## src/rtl/square_bcd_disp.sv

```systemverilog
// Binary-to-BCD converter (shift-and-add-3) for an 8-bit square result,
// driving three registered 7-segment digits with leading-zero blanking.
module square_bcd_disp #(
    parameter bit SEG_ACTIVE_LOW = 1'b1
) (
    input  logic       clk,
    input  logic       rst,
    input  logic       start,
    input  logic [7:0] bin,
    output logic       busy,
    output logic       done,
    output logic [3:0] bcd_h,
    output logic [3:0] bcd_t,
    output logic [3:0] bcd_o,
    output logic [6:0] seg_h,
    output logic [6:0] seg_t,
    output logic [6:0] seg_o
);

    // state | meaning
    // IDLE  | waiting for start; results held
    // SHIFT | one add-3/shift step per cycle, eight cycles total
    typedef enum logic {IDLE, SHIFT} state_t;

    state_t      state, state_nxt;
    logic [7:0]  sh;
    logic [11:0] scratch;
    logic [2:0]  cnt;
    logic [11:0] adj;
    logic [19:0] shifted;
    logic [3:0]  fin_h, fin_t, fin_o;

    function automatic logic [3:0] add3(input logic [3:0] d);
        return (d >= 4'd5) ? d + 4'd3 : d;
    endfunction

    function automatic logic [6:0] enc(input logic [3:0] d, input logic blank);
        logic [6:0] p;
        p = 7'b0000000;
        if (!blank) begin
            case (d)
                4'd0: p = 7'b0111111;
                4'd1: p = 7'b0000110;
                4'd2: p = 7'b1011011;
                4'd3: p = 7'b1001111;
                4'd4: p = 7'b1100110;
                4'd5: p = 7'b1101101;
                4'd6: p = 7'b1111101;
                4'd7: p = 7'b0000111;
                4'd8: p = 7'b1111111;
                4'd9: p = 7'b1101111;
                default: p = 7'b0000000;
            endcase
        end
        return SEG_ACTIVE_LOW ? ~p : p;
    endfunction

    always_comb begin
        adj     = {add3(scratch[11:8]), add3(scratch[7:4]), add3(scratch[3:0])};
        shifted = {adj, sh} << 1;
        fin_h   = shifted[19:16];
        fin_t   = shifted[15:12];
        fin_o   = shifted[11:8];
    end

    always_comb begin
        state_nxt = state;
        case (state)
            IDLE:    if (start) state_nxt = SHIFT;
            SHIFT:   if (cnt == 3'd7) state_nxt = IDLE;
            default: state_nxt = IDLE;
        endcase
    end

    assign busy = (state == SHIFT);

    always_ff @(posedge clk) begin
        if (!rst) begin
            state <= IDLE;
        end else begin
            state <= state_nxt;
        end
    end

    always_ff @(posedge clk) begin
        if (!rst) begin
            sh      <= 8'd0;
            scratch <= 12'd0;
            cnt     <= 3'd0;
            done    <= 1'b0;
            bcd_h   <= 4'd0;
            bcd_t   <= 4'd0;
            bcd_o   <= 4'd0;
            seg_h   <= enc(4'd0, 1'b1);
            seg_t   <= enc(4'd0, 1'b1);
            seg_o   <= enc(4'd0, 1'b0);
        end else begin
            done <= 1'b0;
            if (state == IDLE) begin
                if (start) begin
                    sh      <= bin;
                    scratch <= 12'd0;
                    cnt     <= 3'd0;
                end
            end else begin
                sh      <= shifted[7:0];
                scratch <= shifted[19:8];
                cnt     <= cnt + 3'd1;
                // Final digits come straight from the combinational step so
                // they appear on the same edge that completes the eighth shift.
                if (cnt == 3'd7) begin
                    done  <= 1'b1;
                    bcd_h <= fin_h;
                    bcd_t <= fin_t;
                    bcd_o <= fin_o;
                    seg_h <= enc(fin_h, fin_h == 4'd0);
                    seg_t <= enc(fin_t, (fin_h == 4'd0) && (fin_t == 4'd0));
                    seg_o <= enc(fin_o, 1'b0);
                end
            end
        end
    end

endmodule

```

## config.mk

```make
export PLATFORM = sky130hd
export DESIGN_NAME = square_bcd_disp
export DESIGN_NICKNAME = d
export VERILOG_FILES = /design/src/rtl/square_bcd_disp.sv
export SDC_FILE = /design/constraint.sdc
export NUM_CORES = 1
export LEC_CHECK = 0
export BUFFER_PORTS_ARGS = -buffer_cell sky130_fd_sc_hd__buf_2
export CAP_MARGIN = 10
export CORE_AREA = 2 2 61 91
export DETAILED_ROUTE_END_ITERATION = 12
export DIE_AREA = 0 0 63 93
export PLACE_DENSITY = 0.87
export SYNTH_ARGS = -nofsm -noshare
export SYNTH_HDL_FRONTEND = slang
export SYNTH_SLANG_ARGS = --single-unit
export TNS_END_PERCENT = 1
```

## constraint.sdc

```tcl
create_clock -name clk -period 3.8 [get_ports clk]
set_input_delay 0.38 -clock clk [delete_from_list [all_inputs] [get_ports clk]]
set_output_delay 0.38 -clock clk [all_outputs]
set_load 0.02 [all_outputs]
```

== After elaboration in Yosys (flattened, before gate mapping) ==
Memories as Yosys holds them, arrays and structs flattened.
Cells that the tools add are included.
Widths: inputs -> output; s select.

* Input bits: 11
* Memories: 3
* Bits in registers: 58
* Logic and storage cells: 59
* Memory bits (read-only): 336

{| class="wikitable"
|+ Memories
! name !! words !! width !! rd ports !! clocked after memory_dff !! write ports !! line !! RTL
|-
| (no name shown) || 16 || 7 || 1 || 0 || 0 || 41 || <nowiki>case (d)</nowiki>
|-
| (no name shown) || 16 || 7 || 1 || 0 || 0 || 41 ||
|-
| (no name shown) || 16 || 7 || 1 || 0 || 0 || 41 ||
|}

* Eq/ne operators: 1
* Muxes and demuxes: 24
* $add $sub $neg: 4
* Reduce and logical (&&, ||, !) cells: 7
* Bitwise operators: 5
* Order comparisons: 3

{| class="wikitable"
|+ Operators by type and width
! cell !! number
|-
| $mux 7 || 11
|-
| $mux 12 || 2
|-
| $not 7->7 || 3
|-
| $mux 8 || 2
|-
| $ge 4x3->1 const B || 3
|-
| $mux 3 || 3
|-
| $add 4x2->4 const B || 2
|-
| $logic_not 4->1 || 2
|-
| $mux 4 || 2
|-
| $reduce_and 2->1 || 2
|-
| $add 3x1->3 const B || 1
|-
| $add 3x2->3 const B || 1
|-
| $eq 3x3->1 const B || 1
|-
| $mux 1 || 3
|-
| $not 1->1 || 2
|-
| $pmux 1 s2 || 1
|-
| $reduce_bool 2->1 || 1
|-
| $reduce_or 2->1 || 1
|-
| $logic_and 1x1->1 || 1
|}

== Logic depth before layout (Yosys ltp) ==
* Depth in word-level cells: 9
* Gate-level depth with buffers: 11

== Worst setup path before layout ==
OpenSTA, ideal clock, no wires.

* Kind: register -> register
* Start point: register scratch[4]
* End point: register seg_t[6]
* Required time: 3.660 ns
* Arrival: 2.154 ns
* Stages on the path, launching flop included: 12
* Library setup time: 0.140 ns
* Slack: 1.506 ns
* Buffers on the path: 0
* Cells stage by stage: dfxtp_1 > inv_1 > ha_1 > nand2b_1 > a21oi_1 > xnor2_1 > inv_1 > ha_1 > nand2_1 > a2111oi_0 > a211oi_2 > o32ai_1

* Longest elaborated chain between the ends: 9
* Elaborated cells on any way between the ends: 12
* Classes of those cells: add/sub (1); order compare (1); mux (5); bitwise (1); reduce/logical (3); memory (1)

{| class="wikitable"
|+ Ends and longest elaborated chain
! element !! line !! RTL
|-
| start: declaration || 27 || <nowiki>logic [11:0] scratch;</nowiki>
|-
| start signal: assignment || 107 || <nowiki>scratch <= shifted[19:8];</nowiki>
|-
| $add 4x2->4 / $ge 4x3->1 (equally long branches) || 34 || <nowiki>return (d >= 4'd5) ? d + 4'd3 : d;</nowiki>
|-
| $mux 4 (*) || 34 ||
|-
| via adj[4] || 29 || <nowiki>logic [11:0] adj;</nowiki>
|-
| parallel branches: the longest is 2 deep, another holds $mem_v2 16x7 || -- ||
|-
| $mux 7 (*) || 40 || <nowiki>if (!blank) begin</nowiki>
|-
| $mux 7 (*) || 111 || <nowiki>if (cnt == 3'd7) begin</nowiki>
|-
| $mux 7 (*) || 99 || <nowiki>if (state == IDLE) begin</nowiki>
|-
| $mux 7 (*) || 86 || <nowiki>if (!rst) begin</nowiki>
|-
| $not 7->7 (*) || 55 || <nowiki>return SEG_ACTIVE_LOW ? ~p : p;</nowiki>
|-
| end signal: assignment || 95 || <nowiki>seg_t <= enc(4'd0, 1'b1);</nowiki>
|-
| end signal: assignment || 117 || <nowiki>seg_t <= enc(fin_t, (fin_h == 4'd0) && (fin_t == 4'd0));</nowiki>
|-
| end: declaration || 16 || <nowiki>output logic [6:0] seg_t,</nowiki>
|}

Mark *: on every way through the listed nets, which the timed path passes. The select of a mux whose other input is x is not followed.
A chain may end at the register's enable or synchronous reset.

== Worst setup path in the final report ==
* Start point: register scratch[5]
* End point: register seg_t[5]

* Longest elaborated chain between the ends: 9
* Elaborated cells on any way between the ends: 12
* Classes of those cells: add/sub (1); order compare (1); mux (5); bitwise (1); reduce/logical (3); memory (1)

{| class="wikitable"
|+ Ends and longest elaborated chain
! element !! line
|-
| $ge 4x3->1 (*) || 34
|-
| $mux 4 (*) || 34
|-
| via adj[4] || 29
|-
| parallel branches: the longest is 2 deep, another holds $mem_v2 16x7 || --
|-
| $mux 7 (*) || 40
|-
| $mux 7 (*) || 111
|-
| $mux 7 (*) || 99
|-
| $mux 7 (*) || 86
|-
| $not 7->7 (*) || 55
|}

Marked as above.

==> impl_results.rst <==
.. list-table::
   :header-rows: 1

   * - Metric
     - Value
   * - Final wirelength
     - 7.21 mm
   * - Bufs on Longest Clock Path
     - 2
   * - Final-report hold violation count
     - 0
   * - Max-cap violation count
     - 0
   * - Overflow left after global routing
     - 0
   * - Most instantiated flip-flop cell in the synthesis netlist
     - sky130_fd_sc_hd__dfxtp_1
   * - Register share of total power
     - 50.5%
   * - Cells after synthesis
     - 367
   * - R2R Path Start
     - scratch[5]
   * - Maximum vdd ir drop
     - 0.375 mV
   * - Clock network fraction of design power
     - 45.0%
   * - TritonCTS clock tree
     - yes
   * - Crit path required time
     - 4.05 ns
   * - Post-Route Hold Slack
     - 0.344 ns
   * - Die outline width
     - 63 um
   * - Async SR Flop Fraction
     - 0%
   * - Per-instance average area after synthesis
     - 8.17 sq um
   * - Capture instance of the worst register-to-register path
     - seg_t[5]
   * - Area of combinational cells with multiple inputs
     - 0.00169 sq mm
   * - Max transition margin
     - 51.9%
   * - Worst Hold End
     - sh[0]
   * - Share of post-route cells with drive strength above 1
     - 16.7%
   * - Stage delay of the slowest cell on the critical path
     - 0.50 ns
   * - Pins Over Slew Limit
     - 0
   * - Most frequent cells after synthesis
     - 58 x sky130_fd_sc_hd__dfxtp_1, 51 x sky130_fd_sc_hd__nor2_1, 44 x sky130_fd_sc_hd__a21oi_1
   * - Worst Hold Launch
     - bin[0]
   * - Internal power component
     - 0.964 mW
   * - Hold buffer count at cts
     - 0
   * - Clock Sink Count
     - 58
   * - Start-to-end type of the worst setup path
     - reg -> reg
   * - Cell depth of the worst flop-to-flop path
     - 11
   * - Cell breakdown of the critical path
     - inv_1 -> ha_1 -> nand2b_1 -> a21oi_1 -> xnor2_1 -> inv_1 -> ha_1 -> nand2_1 -> a2111oi_0 -> a211oi_2 -> a31oi_1
   * - Register-to-register path setup slack
     - 1.03 ns
   * - Insertion delay of the later-clocked pin in the worst-skew pair
     - 0.33 ns
   * - Detailed-route wire length per cell
     - 15.2 um
   * - Dominant cells by area after synthesis
     - sky130_fd_sc_hd__dfxtp_1 39%, sky130_fd_sc_hd__ha_1 7.5%, sky130_fd_sc_hd__a21oi_1 7.3%
   * - Startpoint type of the worst setup path
     - register
   * - Die height
     - 93 um
   * - Power Dens Cells
     - 359 mW/mm^2
   * - Detailed-routing iteration count for the pre-antenna-repair pass
     - 4
   * - Area taken by flip-flops and latches
     - 0.00116 sq mm
   * - DR vias
     - 2,786
   * - Half-perimeter wire length of the detailed placement result
     - 5.25 mm
   * - Flip-flop and latch count after synthesis
     - 58
   * - Core ar.
     - 0.00508 sq mm
   * - Top-area cell type share of the netlist area
     - 38.7%
   * - Data arrival time of the worst path
     - 3.03 ns
   * - Vias per inst
     - 5.87
   * - Status
     - finished, final reports clean
   * - Switching power
     - 0.270 mW
   * - DR iter-0 viols
     - 198
   * - Top-level I/O count
     - 46
   * - Fillcell total
     - 452
   * - Tightest Pin Transition
     - 0.703 ns
   * - Number of enable-type register cells in the synthesized netlist
     - 0
   * - Pin count of the biggest net entering global routing
     - 35
   * - Buffers inserted during post-CTS setup optimization
     - 0
   * - Class of the worst hold path
     - in -> reg
   * - Global-route wire length before repair
     - 12.3 mm
   * - Post-synthesis cell type with the largest combined area
     - sky130_fd_sc_hd__dfxtp_1
   * - Growth of design area from synthesis to finish
     - 14.6%
   * - Antenna violations before repair
     - 0
   * - Placer's final routability congestion estimate
     - 0.918
   * - Count of unresolved DRC violations after routing
     - 0
   * - Effective utilization at floorplan
     - 59.0%
   * - Critical Path Sink Type
     - register
   * - Clk_skew
     - 0.00503 ns
   * - Root buffer cell
     - sky130_fd_sc_hd__clkbuf_8
   * - Total Negative Setup Slacks
     - 0 ns
   * - Post-CTS clock slew at the launch and capture registers of the worst setup and hold paths
     - 0.06 ns
   * - Post-synthesis cell area
     - 0.00300 sq mm
   * - Global routing usage summed across all routing layers
     - 26.7%
   * - Cell with the largest stage delay on the worst path
     - sky130_fd_sc_hd__a2111oi_0
   * - Period utilisation layout
     - 73.0%
   * - Post-Syn Nets
     - 396
   * - Unrepaired setup endpoints after global routing
     - no
   * - Post-detailed-route count of antenna-violating nets
     - 0
   * - Most repeated cell in the gate-level netlist after synthesis
     - sky130_fd_sc_hd__dfxtp_1
   * - Standard-cell row count
     - 32
   * - Number of nets in the final layout
     - 433
   * - Number of global-route vias before repair
     - 2,783
   * - Maximum fanout count along the critical path
     - 6
   * - Hold path cells
     - 3
   * - Final critical path time including I/O delays and setup
     - 2.77 ns
   * - Cells resized by post-CTS repair
     - 0
   * - CTS H-Tree Depth
     - 3
   * - Number of unique standard cell types used by synthesis
     - 51
   * - Net switching fraction of the power
     - 21.9%
   * - Leakage dissipation
     - 1.42 nW
   * - Die Footprint
     - 0.00586 sq mm
   * - Portion of total power attributed to combinational logic
     - 4.5%
   * - Part of the Yosys area used for sequential elements
     - 38.7%
   * - Count of warnings emitted by yosys
     - 0
   * - Setup-violating endpoint count in the final report
     - 0
   * - Port-buffer cells
     - 45
   * - Antenna cell count
     - 0
   * - Total CTS buffers
     - 9
   * - Maximum clock rate
     - 0.361 GHz
-- worst max path at each step --
| stage | from | to | slack [ns] | depth (start not counted) |
|---|---|---|---|---|
| 5_1_grt | scratch[4] | seg_t[6] | 0.71 | 11 |
| 3_3_place_gp | scratch[4] | seg_t[6] | 1.30 | 11 |
| 3_5_place_dp | scratch[5] | seg_t[5] | 1.13 | 11 |
| 6_report | scratch[5] | seg_t[5] | 1.03 | 11 |
| 4_1_cts | scratch[5] | seg_t[5] | 1.06 | 11 |
| 2_1_floorplan | scratch[4] | seg_t[6] | 1.51 | 11 |
-- worst max-delay path: cells and delay by family, from the launching register on --
family          cells  cell delay (ns)
simple gates        2             0.23
buf+inv             2             0.25
flops               1             0.40
xor+xnor            1             0.21
compound gates      4             1.24
fa+ha+maj           2             0.38
-- final cells by class --
| cell class | instances | share of cell area (%) |
|---|---|---|
| multi-input cells | 271 | 49.2 |
| flip-flops and latches | 58 | 33.8 |
| repair buffers | 48 | 7.21 |
| clock buffers | 11 | 4.41 |
| well taps | 68 | 2.48 |
| inverters | 16 | 1.75 |
| clock inverters | 3 | 1.17 |
-- layout by cell type (no fill, tap or decap), drive strengths merged, types with 4 or more instances in the layout --
cell type  Yosys  routed
dfxtp         58      58
nor2          51      51
buf            8      48
a21oi         44      44
nand2         31      31
o21ai         20      20
ha            18      18
inv           16      16
nor3          13      13
mux2i         13      13
clkbuf        14      11
nor3b         10      10
a211oi         8       8
nand2b         6       6
a21o           5       5
o31ai          4       4
a21boi         4       4
-- flip-flops by register name, indices dropped and copies added, names as in the netlist --
signal,flops
busy,1
done,1
seg_o,7
bcd_h,4
seg_t,7
bcd_t,4
cnt,3
seg_h,7
scratch,12
sh,8
bcd_o,4
-- kinds of logic (layout without fill, tap and decap cells) --
family	Yosys count	count (layout)	share of synthesized area, %
AOI/OAI and AO/OA	112	112	24.0
xor gates and xnor gates	3	3	0.877
adders and majority gates	18	18	7.51
buffers and inverters	38	78	4.92
DFF	58	58	38.7
muxes	14	14	4.72
and+or+nand+nor	124	124	19.2
-- metal layers --
metal	track usage (%)	vias to the layer above	part of all wire, %
met2	48.0	83	54
met4	18.0	0	3.3
met3	6.14	24	4.7
met1	27.2	1309	38
li1	-	1370	-
met5	0	-	0
-- through the flow --
| step | cell area [sq um] | std cells | power (mW) | util (%) | worst slack (ns) |
|---|---|---|---|---|---|
| after floorplan | 3000 | 367 | 0.678 | - | 1.51 |
| after global placement | 3240 | 461 | 0.690 | 63.8 | 1.30 |
| after detailed placement | 3240 | 461 | 0.692 | 63.8 | 1.13 |
| after CTS | 3430 | 475 | 1.24 | 67.5 | 1.06 |
| after global routing | 3430 | 475 | 1.27 | 67.5 | 0.709 |
| final | 3430 | 475 | 1.23 | 67.5 | 1.03 |
-- power groups by stage --
stage	Combinational, mW	Sequential (mW)	Clock (mW)
2_1_floorplan	0.0440	0.634	0
3_3_place_gp	0.0537	0.636	0
3_5_place_dp	0.0557	0.637	0
4_1_cts	0.0558	0.623	0.563
5_1_grt	0.0636	0.624	0.586
6_report	0.0554	0.623	0.555
(Power assumes the default switching activity.)
